**src/rtl/button_event_arbiter.sv**
```systemverilog
// button_event_arbiter: classifies button presses as SHORT/LONG and round-robin serializes them onto a valid/ready stream.
// Defining BUTTON_AUTOREPEAT_EN adds periodic REPEAT events while a long press is held.
module button_event_arbiter #(
    parameter int NUM_BUTTONS       = 4,
    parameter int LONG_PRESS_CYCLES = 1000,
    parameter int REPEAT_CYCLES     = 250
) (
    input  logic                           i_clk,
    input  logic                           i_reset,
    input  logic [NUM_BUTTONS-1:0]         i_rising,
    input  logic [NUM_BUTTONS-1:0]         i_falling,
    output logic                           o_valid,
    input  logic                           i_ready,
    output logic [$clog2(NUM_BUTTONS)-1:0] o_btn_idx,
    output logic [1:0]                     o_event_type,
    output logic [NUM_BUTTONS-1:0]         o_overflow,
    input  logic                           i_clear_overflow
);
    localparam int IW = $clog2(NUM_BUTTONS);
    localparam int CW = $clog2(LONG_PRESS_CYCLES + 1);
    localparam logic [CW-1:0] CNT_LAST = CW'(LONG_PRESS_CYCLES - 1);
    localparam logic [CW-1:0] CNT_MAX  = CW'(LONG_PRESS_CYCLES);

    typedef enum logic [1:0] {IDLE, PRESSED, LONG_HELD} state_t;

    state_t                 state_q [NUM_BUTTONS];
    state_t                 state_d [NUM_BUTTONS];
    logic [CW-1:0]          cnt_q [NUM_BUTTONS];
    logic [CW-1:0]          cnt_d [NUM_BUTTONS];
    logic [NUM_BUTTONS-1:0] short_q, short_d, long_q, long_d, rep_q;
    logic [NUM_BUTTONS-1:0] set_s, set_l, set_r, gnt_s, gnt_l, gnt_r;
    logic [NUM_BUTTONS-1:0] ovf_q, ovf_d, req;
    logic                   valid_q, valid_d, load, found;
    logic [IW-1:0]          idx_q, idx_d, ptr_q, ptr_d, win;
    logic [1:0]             type_q, type_d;

    always_comb begin
        for (int i = 0; i < NUM_BUTTONS; i++) begin
            state_d[i] = state_q[i];
            cnt_d[i]   = cnt_q[i];
            set_s[i]   = 1'b0;
            set_l[i]   = 1'b0;
            case (state_q[i])
                IDLE: if (i_rising[i] && !i_falling[i]) begin
                    state_d[i] = PRESSED;
                    cnt_d[i]   = '0;
                end
                PRESSED: if (i_falling[i]) begin
                    state_d[i] = IDLE;
                    set_s[i]   = 1'b1;
                end else if (cnt_q[i] == CNT_LAST) begin
                    state_d[i] = LONG_HELD;
                    set_l[i]   = 1'b1;
                end else begin
                    cnt_d[i] = (cnt_q[i] == CNT_MAX) ? cnt_q[i] : cnt_q[i] + 1'b1;
                end
                default: if (i_falling[i]) state_d[i] = IDLE;
            endcase
        end
    end

`ifdef BUTTON_AUTOREPEAT_EN
    localparam int RW = $clog2(REPEAT_CYCLES);
    logic [RW-1:0]          rcnt_q [NUM_BUTTONS];
    logic [RW-1:0]          rcnt_d [NUM_BUTTONS];
    logic [NUM_BUTTONS-1:0] rep_d;

    // Repeat counter idles at 0 outside LONG_HELD, so each long hold starts a fresh period.
    always_comb begin
        for (int i = 0; i < NUM_BUTTONS; i++) begin
            rcnt_d[i] = '0;
            set_r[i]  = 1'b0;
            if (state_q[i] == LONG_HELD && !i_falling[i]) begin
                set_r[i]  = rcnt_q[i] == RW'(REPEAT_CYCLES - 1);
                rcnt_d[i] = set_r[i] ? '0 : rcnt_q[i] + 1'b1;
            end
        end
        rep_d = (rep_q & ~gnt_r) | set_r;
    end

    always_ff @(posedge i_clk) begin
        if (i_reset) begin
            for (int i = 0; i < NUM_BUTTONS; i++) rcnt_q[i] <= '0;
            rep_q <= '0;
        end else begin
            rcnt_q <= rcnt_d;
            rep_q  <= rep_d;
        end
    end
`else
    assign set_r = '0;
    assign rep_q = '0;
`endif

    // Rotated search: first requester at or above the pointer, else the lowest requester.
    always_comb begin
        req   = short_q | long_q | rep_q;
        found = 1'b0;
        win   = '0;
        for (int i = 0; i < NUM_BUTTONS; i++) begin
            if (!found && req[i] && IW'(i) >= ptr_q) begin
                found = 1'b1;
                win   = IW'(i);
            end
        end
        for (int i = 0; i < NUM_BUTTONS; i++) begin
            if (!found && req[i]) begin
                found = 1'b1;
                win   = IW'(i);
            end
        end
    end

    always_comb begin
        load    = !valid_q || i_ready;
        valid_d = load ? found : valid_q;
        idx_d   = (load && found) ? win : idx_q;
        type_d  = (load && found) ? (short_q[win] ? 2'b00 : long_q[win] ? 2'b01 : 2'b10) : type_q;
        ptr_d   = (load && found) ? ((win == IW'(NUM_BUTTONS - 1)) ? '0 : win + 1'b1) : ptr_q;
        gnt_s   = '0;
        gnt_l   = '0;
        gnt_r   = '0;
        if (load && found) begin
            gnt_s[win] = short_q[win];
            gnt_l[win] = !short_q[win] && long_q[win];
            gnt_r[win] = !short_q[win] && !long_q[win];
        end
        short_d = (short_q & ~gnt_s) | set_s;
        long_d  = (long_q & ~gnt_l) | set_l;
        ovf_d   = (i_clear_overflow ? '0 : ovf_q) | (set_s & short_q & ~gnt_s)
                | (set_l & long_q & ~gnt_l) | (set_r & rep_q & ~gnt_r);
    end

    always_ff @(posedge i_clk) begin
        if (i_reset) begin
            for (int i = 0; i < NUM_BUTTONS; i++) begin
                state_q[i] <= IDLE;
                cnt_q[i]   <= '0;
            end
            short_q <= '0;
            long_q  <= '0;
            ovf_q   <= '0;
            valid_q <= 1'b0;
            idx_q   <= '0;
            type_q  <= '0;
            ptr_q   <= '0;
        end else begin
            state_q <= state_d;
            cnt_q   <= cnt_d;
            short_q <= short_d;
            long_q  <= long_d;
            ovf_q   <= ovf_d;
            valid_q <= valid_d;
            idx_q   <= idx_d;
            type_q  <= type_d;
            ptr_q   <= ptr_d;
        end
    end

    assign o_valid      = valid_q;
    assign o_btn_idx    = idx_q;
    assign o_event_type = type_q;
    assign o_overflow   = ovf_q;
endmodule

```
**config.mk**
```make
export PLATFORM = sky130hd
export DESIGN_NAME = button_event_arbiter
export DESIGN_NICKNAME = d
export VERILOG_FILES = /design/src/rtl/button_event_arbiter.sv
export SDC_FILE = /design/constraint.sdc
export NUM_CORES = 1
export LEC_CHECK = 0
export ABC_AREA = 1
export CAP_MARGIN = 0
export CORE_MARGIN = 5
export CORE_UTILIZATION = 40
export DETAILED_ROUTE_END_ITERATION = 6
export GPL_TIMING_DRIVEN = 0
export PLACE_DENSITY_LB_ADDON = 0.08
export RECOVER_POWER = 100
export SLEW_MARGIN = 10
export SYNTH_ARGS = -nofsm -noshare
export SYNTH_HDL_FRONTEND = slang
export SYNTH_SLANG_ARGS = --single-unit
```
**constraint.sdc**
```tcl
create_clock -name i_clk -period 2.6 [get_ports i_clk]
set_clock_uncertainty 0.1 [all_clocks]
set_input_delay 0.39 -clock i_clk [delete_from_list [all_inputs] [get_ports i_clk]]
set_output_delay 0.39 -clock i_clk [all_outputs]
set_load 0.1 [all_outputs]
```
==> impl_metrics.py, run 1 <==
metrics = {
    "logic_synthesis": {
        "synth_cells": 534,
        "synth-edff-count": 0,
        "syn_area_per_cell_sq_um": 7.167,
        "synth_flop_cell": "dfxtp_1",
        "ys_warn_count": 0,
        "ys_seq_elements": 67,
        "synth_area_sq_um": 3827,
        "yosysSeqAreaShare_pct": 35.04,
        "synth_fp_nets": 556,
        "yosysUniqueCellTypes": 47,
        "async_flop_share_pct": 0,
    },
    "pwr": {
        "ir_drop_mv": 0.3190,
        "power_density_nw_per_um2": 551.0,
        "finalPower_mw": 2.355,
        "cellLeakagePower_nw": 1.580,
    },
    "hold_path": {
        "hp-start": "o_event_type[1]$_SDFFE_PP0P_",
        "hold_class": "flip-flop to flip-flop",
    },
    "detailed_routing": {
        "viasPerCell": 4.868,
        "dr.pass1.iters": 4,
        "wl_um": 8360,
        "drtIter0Drc": 91,
        "drc": 0,
        "vias": 3398,
        "postRouteAntennaNets": 0,
        "wl_per_cell_um": 11.98,
    },
    "cells_and_area": {
        "layout-drive-gt1-share_pct": 8.963,
        "fillers": 1013,
        "design_area_sq_um": 4274,
        "n_antenna_cell": 0,
        "fin_cells": 698,
        "final_core_util_pct": 46.04,
        "nets": 587,
        "area_growth_pct": 11.67,
    },
    "clocking": {
        "cts.repair.resized": 0,
        "clock-sinks": 67,
        "cts_buffers": 9,
        "insertion_delay_ns": 0.34,
        "cts_tree": "yes",
        "path_clk_slew_ns": 0.07,
        "cts_max_level": 3,
        "cts-root-buf": "clkbuf_8",
        "postCtsSetupBuffers": 0,
        "clk_path_buf_depth": 2,
        "cts_hold_buf": 0,
    },
    "worst_setup_path": {
        "critPathBufInv": 1,
        "cp_slowest_cell": "dlygate4sd3_1",
        "end_kind": "output port",
        "start_kind": "flip-flop",
        "path_cells": "dlygate4sd3_1",
        "arrival_ns": 1.90,
        "reg2reg_from": "cnt_q[10]$_SDFFE_PP0P_",
        "slowest_delay_ns": 1.21,
        "worstSetupStartpoint": "o_overflow[1]$_SDFF_PP0_",
        "worstPathMaxFanout": 2,
        "worstPathRequired_ns": 2.11,
        "path_delay_family": "buffers and inverters",
        "crit_type": "flip-flop to output port",
    },
    "timing": {
        "tightest_slew_ns": 0.9821,
        "slew_violations": 0,
        "hold_viol": 0,
        "rsz0062_at_grt": "false",
        "slew-limit-headroom_pct": 34.31,
        "period_needed_ns": 2.392,
        "fin_crit_sh_pct": 92.00,
        "max_freq_mhz": 418.1,
        "tns_ns": 0,
        "finalSetupViolations": 0,
    },
    "global_route": {
        "grt_antenna_before_repair": 0,
        "gr-usage-all-layers_pct": 15.46,
        "grt_pass1_wl_um": 14680,
        "grt_pass1_vias": 3162,
        "grt_max_degree": 11,
        "overflow": 0,
    },
    "job": {
        "drv_cap": 0,
    },
    "outcome": {
        "status": "finished, final reports clean",
    },
    "floorplan": {
        "num_rows": 35,
        "ios": 21,
        "coreArea_sq_um": 9284,
        "initial_core_util_pct": 41.23,
        "die_w_um": 107.8,
        "die-area_sq_um": 11630,
        "fp.dieH_um": 107.8,
    },
    "placement": {
        "gp_congestion": 0.8314,
        "place_inst": 683,
        "io_buffers": 20,
        "hpwlAfterDp_um": 6287,
        "placed_area_sq_um": 4189,
    },
}
## cells by family (layout without fill, tap and decap cells)
logic type                 after synthesis  after routing  synth area share, %
and+or+nand+nor                        267            267                35.93
xor gates and xnor gates                13             13                2.975
adders and majority gates               10             10                3.269
AOI/OAI and AO/OA                       80             80                12.55
DFF                                     67             67                35.04
buffers and inverters                   97            132                10.23
## cell usage in the layout, fill, tap and decap left out, types with 11 or more instances in the layout
cell | synthesis | final
a21oi_1 | 43 | 43
clkbuf_8 | 0 | 11
dfxtp_1 | 67 | 67
dlygate4sd3_1 | 0 | 11
inv_1 | 77 | 77
nand2_1 | 100 | 104
nand3_1 | 20 | 26
nand4_1 | 14 | 14
nor2_1 | 51 | 53
nor3_1 | 24 | 24
nor4_1 | 10 | 13
o21ai_0 | 12 | 13
xor2_1 | 12 | 12
## worst paths after layout
| path | endpoint | slack, ns | cells after the start |
|---|---|---|---|
| setup / recovery | o_overflow[1] | 0.21 | 1 |
| hold / removal | o_event_type[1]$_SDFFE_PP0P_ | 0.35 | 2 |
| setup reg to reg | cnt_q[17]$_SDFFE_PP0P_ | 0.42 | 9 |
| hold reg to reg | o_event_type[1]$_SDFFE_PP0P_ | 0.35 | 2 |
## layer usage
metal | vias to the layer above | GRT usage, % | routed length, um
li1 | 1820 | - | -
met1 | 1536 | 21.30 | 4234
met5 | - | 0 | 0
met3 | 11 | 2.999 | 256
met2 | 31 | 24.11 | 3746
met4 | 0 | 5.140 | 122
## sequential cells by signal, indices dropped and copies added, names as in the netlist
register and count:
short_q 4, o_overflow 4, long_q 4, cnt_q 40, o_valid 1, o_event_type 2, state_q 8, ptr_q 2
o_btn_idx 2
## worst register-to-register path, stage by stage, from the launching register on
cell and delay [ns]:
dfxtp_1 0.38, ha_1 0.21, nand2_1 0.10, nor4_1 0.45, nand2_1 0.11, nand3_1 0.19
clkbuf_2 0.26, inv_1 0.12, nand2_1 0.07, a21oi_1 0.05
## Yosys cell counts (2+ instances only)
master,instances,area [sq um]
o21ai_0,12,60.06
buf_6,3,33.78
a211oi_1,6,45.04
o21ai_1,2,10.01
nand2_2,9,56.30
nor2_4,5,56.30
a21oi_1,43,215.2
nor2_1,51,191.4
inv_2,8,30.03
nand3_1,20,100.1
nand2_1,100,375.4
nor2_2,2,12.51
nor3b_1,8,60.06
o21ai_2,2,17.52
nor3_1,24,120.1
a21boi_1,2,15.01
ha_1,10,125.1
nand3_2,9,90.09
xor2_1,12,105.1
a211oi_2,2,25.02
nor4_2,2,25.02
and3_1,2,12.51
inv_1,77,289.0
nor4_1,10,62.56
nand2_4,2,22.52
dfxtp_1,67,1341
or3_1,2,12.51
nand4_1,14,87.58
clkinv_1,2,7.510
a21oi_2,5,43.79
o211ai_1,2,15.01
clkbuf_1,4,15.01
## final cells by class
class	count	area (sq um)	share of cell area (%)
Sequential cell	67	1341	31.38
Multi-Input combinational cell	370	1997	46.72
Tap cell	129	161.4	3.776
Inverter	87	326.6	7.641
Buffer	10	53.80	1.259
Timing Repair Buffer	20	200.2	4.684
Clock inverter	2	35.03	0.8197
Clock buffer	13	158.9	3.718
## power by group
part	total (mW)	switching, mW	internal, mW
logic	0.395	0.283	0.112
clock network	0.877	0.387	0.490
registers	1.08	0.0233	1.06
## per-stage QoR
step / setup slack [ns] / hold slack, ns
after CTS: 0.2485 / 0.3548
final: 0.2080 / 0.3451
after global routing: 0.1176 / 0.3676
after floorplan: 0.8053 / 0.3411
after global placement: 0.3466 / 0.3358
after detailed placement: 0.3351 / 0.3422
No activity file was read; power rests on OpenSTA's default activity.
==> run 2: changes to the inputs <==
--- a/config.mk
+++ b/config.mk
@@ -7,9 +7,12 @@
 export LEC_CHECK = 0
 export ABC_AREA = 1
 export CAP_MARGIN = 0
+export CELL_PAD_IN_SITES_DETAIL_PLACEMENT = 2
+export CELL_PAD_IN_SITES_GLOBAL_PLACEMENT = 2
 export CORE_MARGIN = 5
 export CORE_UTILIZATION = 40
 export DETAILED_ROUTE_END_ITERATION = 6
+export DONT_BUFFER_PORTS = 1
 export GPL_TIMING_DRIVEN = 0
 export PLACE_DENSITY_LB_ADDON = 0.08
 export RECOVER_POWER = 100
==> impl_metrics.py, run 2 (same netlist as run 1, synthesis figures left out) <==
metrics = {
    "job": {
        "drv_cap": 0,
    },
    "floorplan": {
        "coreArea_sq_um": 9284,
        "die-area_sq_um": 11630,
        "fp.dieH_um": 107.8,
        "die_w_um": 107.8,
        "ios": 21,
        "num_rows": 35,
        "initial_core_util_pct": 41.23,
    },
    "global_route": {
        "gr-usage-all-layers_pct": 21.16,
        "grt_pass1_vias": 3960,
        "grt_antenna_before_repair": 0,
        "grt_pass1_wl_um": 19730,
        "overflow": 0,
        "grt_max_degree": 13,
    },
    "outcome": {
        "status": "finished, final reports clean",
    },
    "clocking": {
        "clock-sinks": 67,
        "cts.repair.resized": 0,
        "cts_hold_buf": 0,
        "cts_max_level": 3,
        "cts_tree": "yes",
        "clk_path_buf_depth": 2,
        "insertion_delay_ns": 0.34,
        "path_clk_slew_ns": 0.08,
        "cts-root-buf": "clkbuf_8",
        "postCtsSetupBuffers": 0,
        "cts_buffers": 9,
    },
    "cells_and_area": {
        "final_core_util_pct": 44.35,
        "n_antenna_cell": 0,
        "largest_reg_flops": 40,
        "final_common_cell": "nand2_1",
        "design_area_sq_um": 4118,
        "final_cell_mix": "101 x nand2_1, 77 x inv_1, 67 x dfxtp_1",
        "nets": 567,
        "largest-register": "cnt_q",
        "area_growth_pct": 7.584,
        "largestRegisters": "cnt_q x40, state_q x8",
        "layout-drive-gt1-share_pct": 10.18,
    },
    "worst_setup_path": {
        "worstPathMaxFanout": 10,
        "reg2reg_from": "cnt_q[10]$_SDFFE_PP0P_",
        "rrSetupSlack_ns": 0.35,
        "worstPathRequired_ns": 2.71,
        "critPathBufInv": 1,
        "path_delay_family": "simple AND/OR/NAND/NOR gates",
        "end_kind": "flip-flop",
        "r2r-end": "cnt_q[19]$_SDFFE_PP0P_",
        "arrival_ns": 2.36,
        "path_common_cell": "nand2_1",
        "start_kind": "flip-flop",
        "r2r_cells": 9,
        "crit_type": "flip-flop to flip-flop",
        "slowest_delay_ns": 0.49,
        "cp_slowest_cell": "nor4_1",
        "path_cells": "ha_1 -> nand2_1 -> nor4_1 -> nand2_1 -> nand3_1 -> buf_4 -> nor3_1 -> a21oi_1 -> nor2_1",
    },
    "detailed_routing": {
        "viasPerCell": 5.253,
        "vias": 3567,
        "wl_um": 11590,
        "drc": 0,
        "drtIter0Drc": 85,
        "postRouteAntennaNets": 0,
        "dr.pass1.iters": 4,
        "wl_per_cell_um": 17.07,
    },
    "hold_path": {
        "whs_path_depth": 1,
        "hold_class": "input pin to flip-flop",
        "hp-start": "i_falling[1]",
        "whs_endpoint": "state_q[5]$_SDFFE_PP0P_",
    },
    "placement": {
        "placed_area_sq_um": 3989,
        "io_buffers": 0,
        "hpwlAfterDp_um": 8428,
        "gp_congestion": 0.8121,
    },
    "pwr": {
        "power_density_nw_per_um2": 597.3,
        "ir_drop_mv": 0.3228,
        "cellLeakagePower_nw": 1.479,
    },
    "timing": {
        "hold_viol": 0,
        "max_freq_mhz": 443.8,
        "rsz0062_at_grt": "false",
        "holdWs_ns": 0.02311,
        "fin_crit_sh_pct": 86.67,
        "slew_violations": 0,
        "slew-limit-headroom_pct": 32.66,
        "tightest_slew_ns": 1.009,
        "tns_ns": 0,
        "finalSetupViolations": 0,
        "period_needed_ns": 2.253,
    },
}
-- run 2: cell types whose count changed in the layout (fill, tap and decap cells not counted), sizes merged --
cell,change
dlygate4sd3,-11
buf,+2
clkdlybuf4s50,-9
clkinvlp,+1
clkinv,+2
clkbuf,-5
bufinv,+1
-- run 2: worst register-to-register path: cells and delay by family (launching register included) --
family	cells	cell delay (ns)
adder cells (fa/ha/maj)	1	0.22
buffers and inverters	1	0.22
AND/OR/NAND/NOR	6	1.04
flip-flops	1	0.40
AO/OA/AOI/OAI	1	0.16
-- run 2: how the worst max path moves through the flow --
| stage | startpoint | to | slack, ns | cells after the start |
|---|---|---|---|---|
| 6_report | cnt_q[10]$_SDFFE_PP0P_ | cnt_q[19]$_SDFFE_PP0P_ | 0.35 | 9 |
| 5_1_grt | cnt_q[10]$_SDFFE_PP0P_ | cnt_q[19]$_SDFFE_PP0P_ | 0.17 | 9 |
| 4_1_cts | o_valid$_SDFFE_PP0P_ | o_overflow[0]$_SDFF_PP0_ | 0.49 | 8 |
| 3_5_place_dp | o_valid$_SDFFE_PP0P_ | o_overflow[0]$_SDFF_PP0_ | 0.57 | 8 |
| 3_3_place_gp | o_valid$_SDFFE_PP0P_ | o_overflow[0]$_SDFF_PP0_ | 0.60 | 8 |
| 2_1_floorplan | o_valid$_SDFFE_PP0P_ | o_overflow[0]$_SDFF_PP0_ | 0.81 | 8 |
-- run 2: through the flow --
step	setup WS [ns]	cells	power, mW
floorplan	0.8053	534	1.424
global placement	0.6030	663	1.494
detailed placement	0.5728	663	1.513
CTS	0.4903	679	2.504
global route	0.1699	679	2.575
finish	0.3466	679	2.460
-- run 2: metal layers --
layer  track usage [%]  vias to the layer above  wire length, um
li1                  -                     1779                -
met1             25.83                     1752             5355
met2             38.59                       29             5847
met3             4.019                        7              303
met4             4.058                        0               86
met5                 0                        -                0
-- run 2: cell type report --
type	count	area, sq um
buffer	10	56.30
clock buffer	10	127.6
clock inverter	6	90.09
fill	1114	5166
inverter	87	326.6
multi-input combinational	370	2014
sequential	67	1341
tap	129	161.4
-- run 2: power breakdown --
group	leakage [nW]	switching, mW	internal (mW)
clock	0.106	0.430	0.542
combinational	0.830	0.222	0.0919
sequential	0.543	0.113	1.06
==> variant (flow settings as in run 2) <==
Change the parameter `LONG_PRESS_CYCLES` from 1000 to 2000.
--- a/src/rtl/button_event_arbiter.sv
+++ b/src/rtl/button_event_arbiter.sv
@@ -2,7 +2,7 @@
 // Defining BUTTON_AUTOREPEAT_EN adds periodic REPEAT events while a long press is held.
 module button_event_arbiter #(
     parameter int NUM_BUTTONS       = 4,
-    parameter int LONG_PRESS_CYCLES = 1000,
+    parameter int LONG_PRESS_CYCLES = 2000,
     parameter int REPEAT_CYCLES     = 250
 ) (
     input  logic                           i_clk,
Behaviour: no difference found for any inputs over 4 cycles, from zero or initial values and one cycle with i_reset high; that may be too few to reach the edited logic, so the function may still have changed.
==> variant against run 2 <==
- total power grew 20%
- worst setup slack got worse by 0.024 ns
- design area rose by 5.3%
- critical path type unchanged
- clock power grew 14%
- routed wire length increased by 6.5%
- first-iteration DRC count grew 68%
- non-clock buffer count decreased by 4
- count of clock-buffer cells in the layout up 3
- sequential cell count up 4
- synthesized area increased by 4.4%
==> variant: results (changes against run 2) <==
clock-pin slew of the registers on the worst-case setup and hold paths: 0.08 ns (about the same)
vias in the first global route: 4237 (+7.0%)
max incr delay on CP: 0.44 ns (-0.05 ns)
largest net degree at the start of global routing: 12 (-1)
status: complete, no violations
Async SR Flop Fraction: 0% (unchanged)
share of layout cells above drive strength 1: 11.5% (+1.3 points)
DRT iter0 DRCs: 143 (+68%)
Fill cells: 1204 (+8.1%)
count of cells resized by post-cts repair: 0 (unchanged)
Routability Congestion: 0.815 (+0.36%)
CP Max Fanout: 10 (unchanged)
DP Wirelength: 9010 um (+6.9%)
routed len/inst: 17.2 um (+0.68%)
Top delay family on crit path: simple AND/OR/NAND/NOR gates
Distinct cells, synth: 39 (-17%)
CP max stage cell: nor2_2
fin nets: 602 (+6.2%)
CP arrival: 2.43 ns (+0.07 ns)
worst-case clock buffer depth: 2 (unchanged)
Regs by FF count: cnt_q: 44 flops, state_q: 8 flops
DR vias/cell: 5.26 (+0.14%)
count of port buffers added during placement: 0 (unchanged)
worst skew pair latency: 0.36 ns (+0.02 ns)
Least-Margin Pin Slew: 1.01 ns (-0.00252 ns)
synth cell count leaders: nand2_1 (112), inv_1 (76), dfxtp_1 (71)
post-synthesis sequential area ratio: 35.6% (+0.51 points)
Leak: 0.00167 uW (+13%)
initial antenna violation count: 0 (unchanged)
n_diodes: 0 (unchanged)
Hold Buf Count CTS: 0 (unchanged)
Root Driver: clkbuf_8
htree depth: 3 (unchanged)
first-pass GRT wire length: 20800 um (+5.2%)
HP Class: in2reg
number of buffers created by CTS: 9 (unchanged)
pre-CTS WS: 0.428 ns (-0.144 ns)
VDD IR max: 0.219 mV (-32%)
Synth area leaders: dfxtp_1 (36%), nand2_1 (11%), inv_1 (7.1%)
total track usage: 22.0% (+0.87 points)
syn_nets: 591 (+6.3%)
Most Frequent Cell on Critical Path: nor2_1
postcts setup bufs: 0 (unchanged)
yosys warns: 0 (unchanged)
First-pass DRT Iterations: 4 (unchanged)
==> variant: cell count changes after synthesis, sizes merged, moves of 7 or more <==
cell and change:
nand2 +15, nand3 +7, a21oi +7, nor2 +10
inv +9, nor3b -9, o21ai +10
==> variant: area by class of cell <==
type | instances | area (sq um) | area share [%]
clock inverters | 3 | 90.1 | 2.08
plain buffers | 6 | 23.8 | 0.548
multi-input cells | 398 | 2130 | 49.1
inverters | 94 | 358 | 8.25
clock buffers | 13 | 149 | 3.43
well taps | 133 | 166 | 3.84
flip-flops and latches | 71 | 1420 | 32.8
==> variant: power by group <==
group / total [uW] / internal (uW) / switching (uW)
Combinational: 523 / 144 / 379
Sequential: 1330 / 1140 / 184
Clock: 1110 / 666 / 446
Total: 2960 / 1950 / 1010
==> variant: final timing paths <==
path	from	end	slack (ns)	cells past startpoint
worst max register to register	cnt_q[33]	cnt_q[37]	0.32	11
worst max-delay path	cnt_q[33]	cnt_q[37]	0.32	11
worst min register to register	cnt_q[18]	cnt_q[18]	0.35	2
worst min-delay path	i_falling[2]	short_q[2]	0.1	2
==> variant: worst reg2reg max path: cells and delay by family, from the launching register on <==
| kind | cells | cell delay, ns |
|---|---|---|
| buffers and inverters | 1 | 0.14 |
| DFF | 1 | 0.40 |
| and+or+nand+nor | 8 | 1.14 |
| AOI/OAI and AO/OA | 1 | 0.09 |
| adders and majority gates | 1 | 0.30 |
==> variant: cell families (layout without fill, tap and decap cells) <==
logic type                 Yosys count  after routing  synth area share, %
and+or+nand+nor                    283            283                 35.6
xor gates and xnor gates            10             10                 2.19
buffers and inverters              100            116                 9.58
AOI/OAI and AO/OA                   95             95                 14.0
adders and majority gates           10             10                 3.13
DFF                                 71             71                 35.6
==> variant: metrics by stage <==
stage | cells | utilization [%] | instance area, sq um | hold slack, ns
finish | 718 | 44.4 | 4340 | 0.0981
global placement | 702 | 42.6 | 4160 | 0.335
global route | 718 | 44.4 | 4340 | 0.104
floorplan | 569 | - | 4000 | 0.323
detailed placement | 702 | 42.6 | 4160 | 0.338
CTS | 718 | 45.0 | 4400 | 0.0905
==> variant: layer usage <==
metal,vias up,track usage (%),share of wire [%]
li1,1875,-,-
met5,-,0,0
met4,0,5.88,0.96
met1,1856,24.4,42
met2,36,42.1,54
met3,10,4.72,3.1
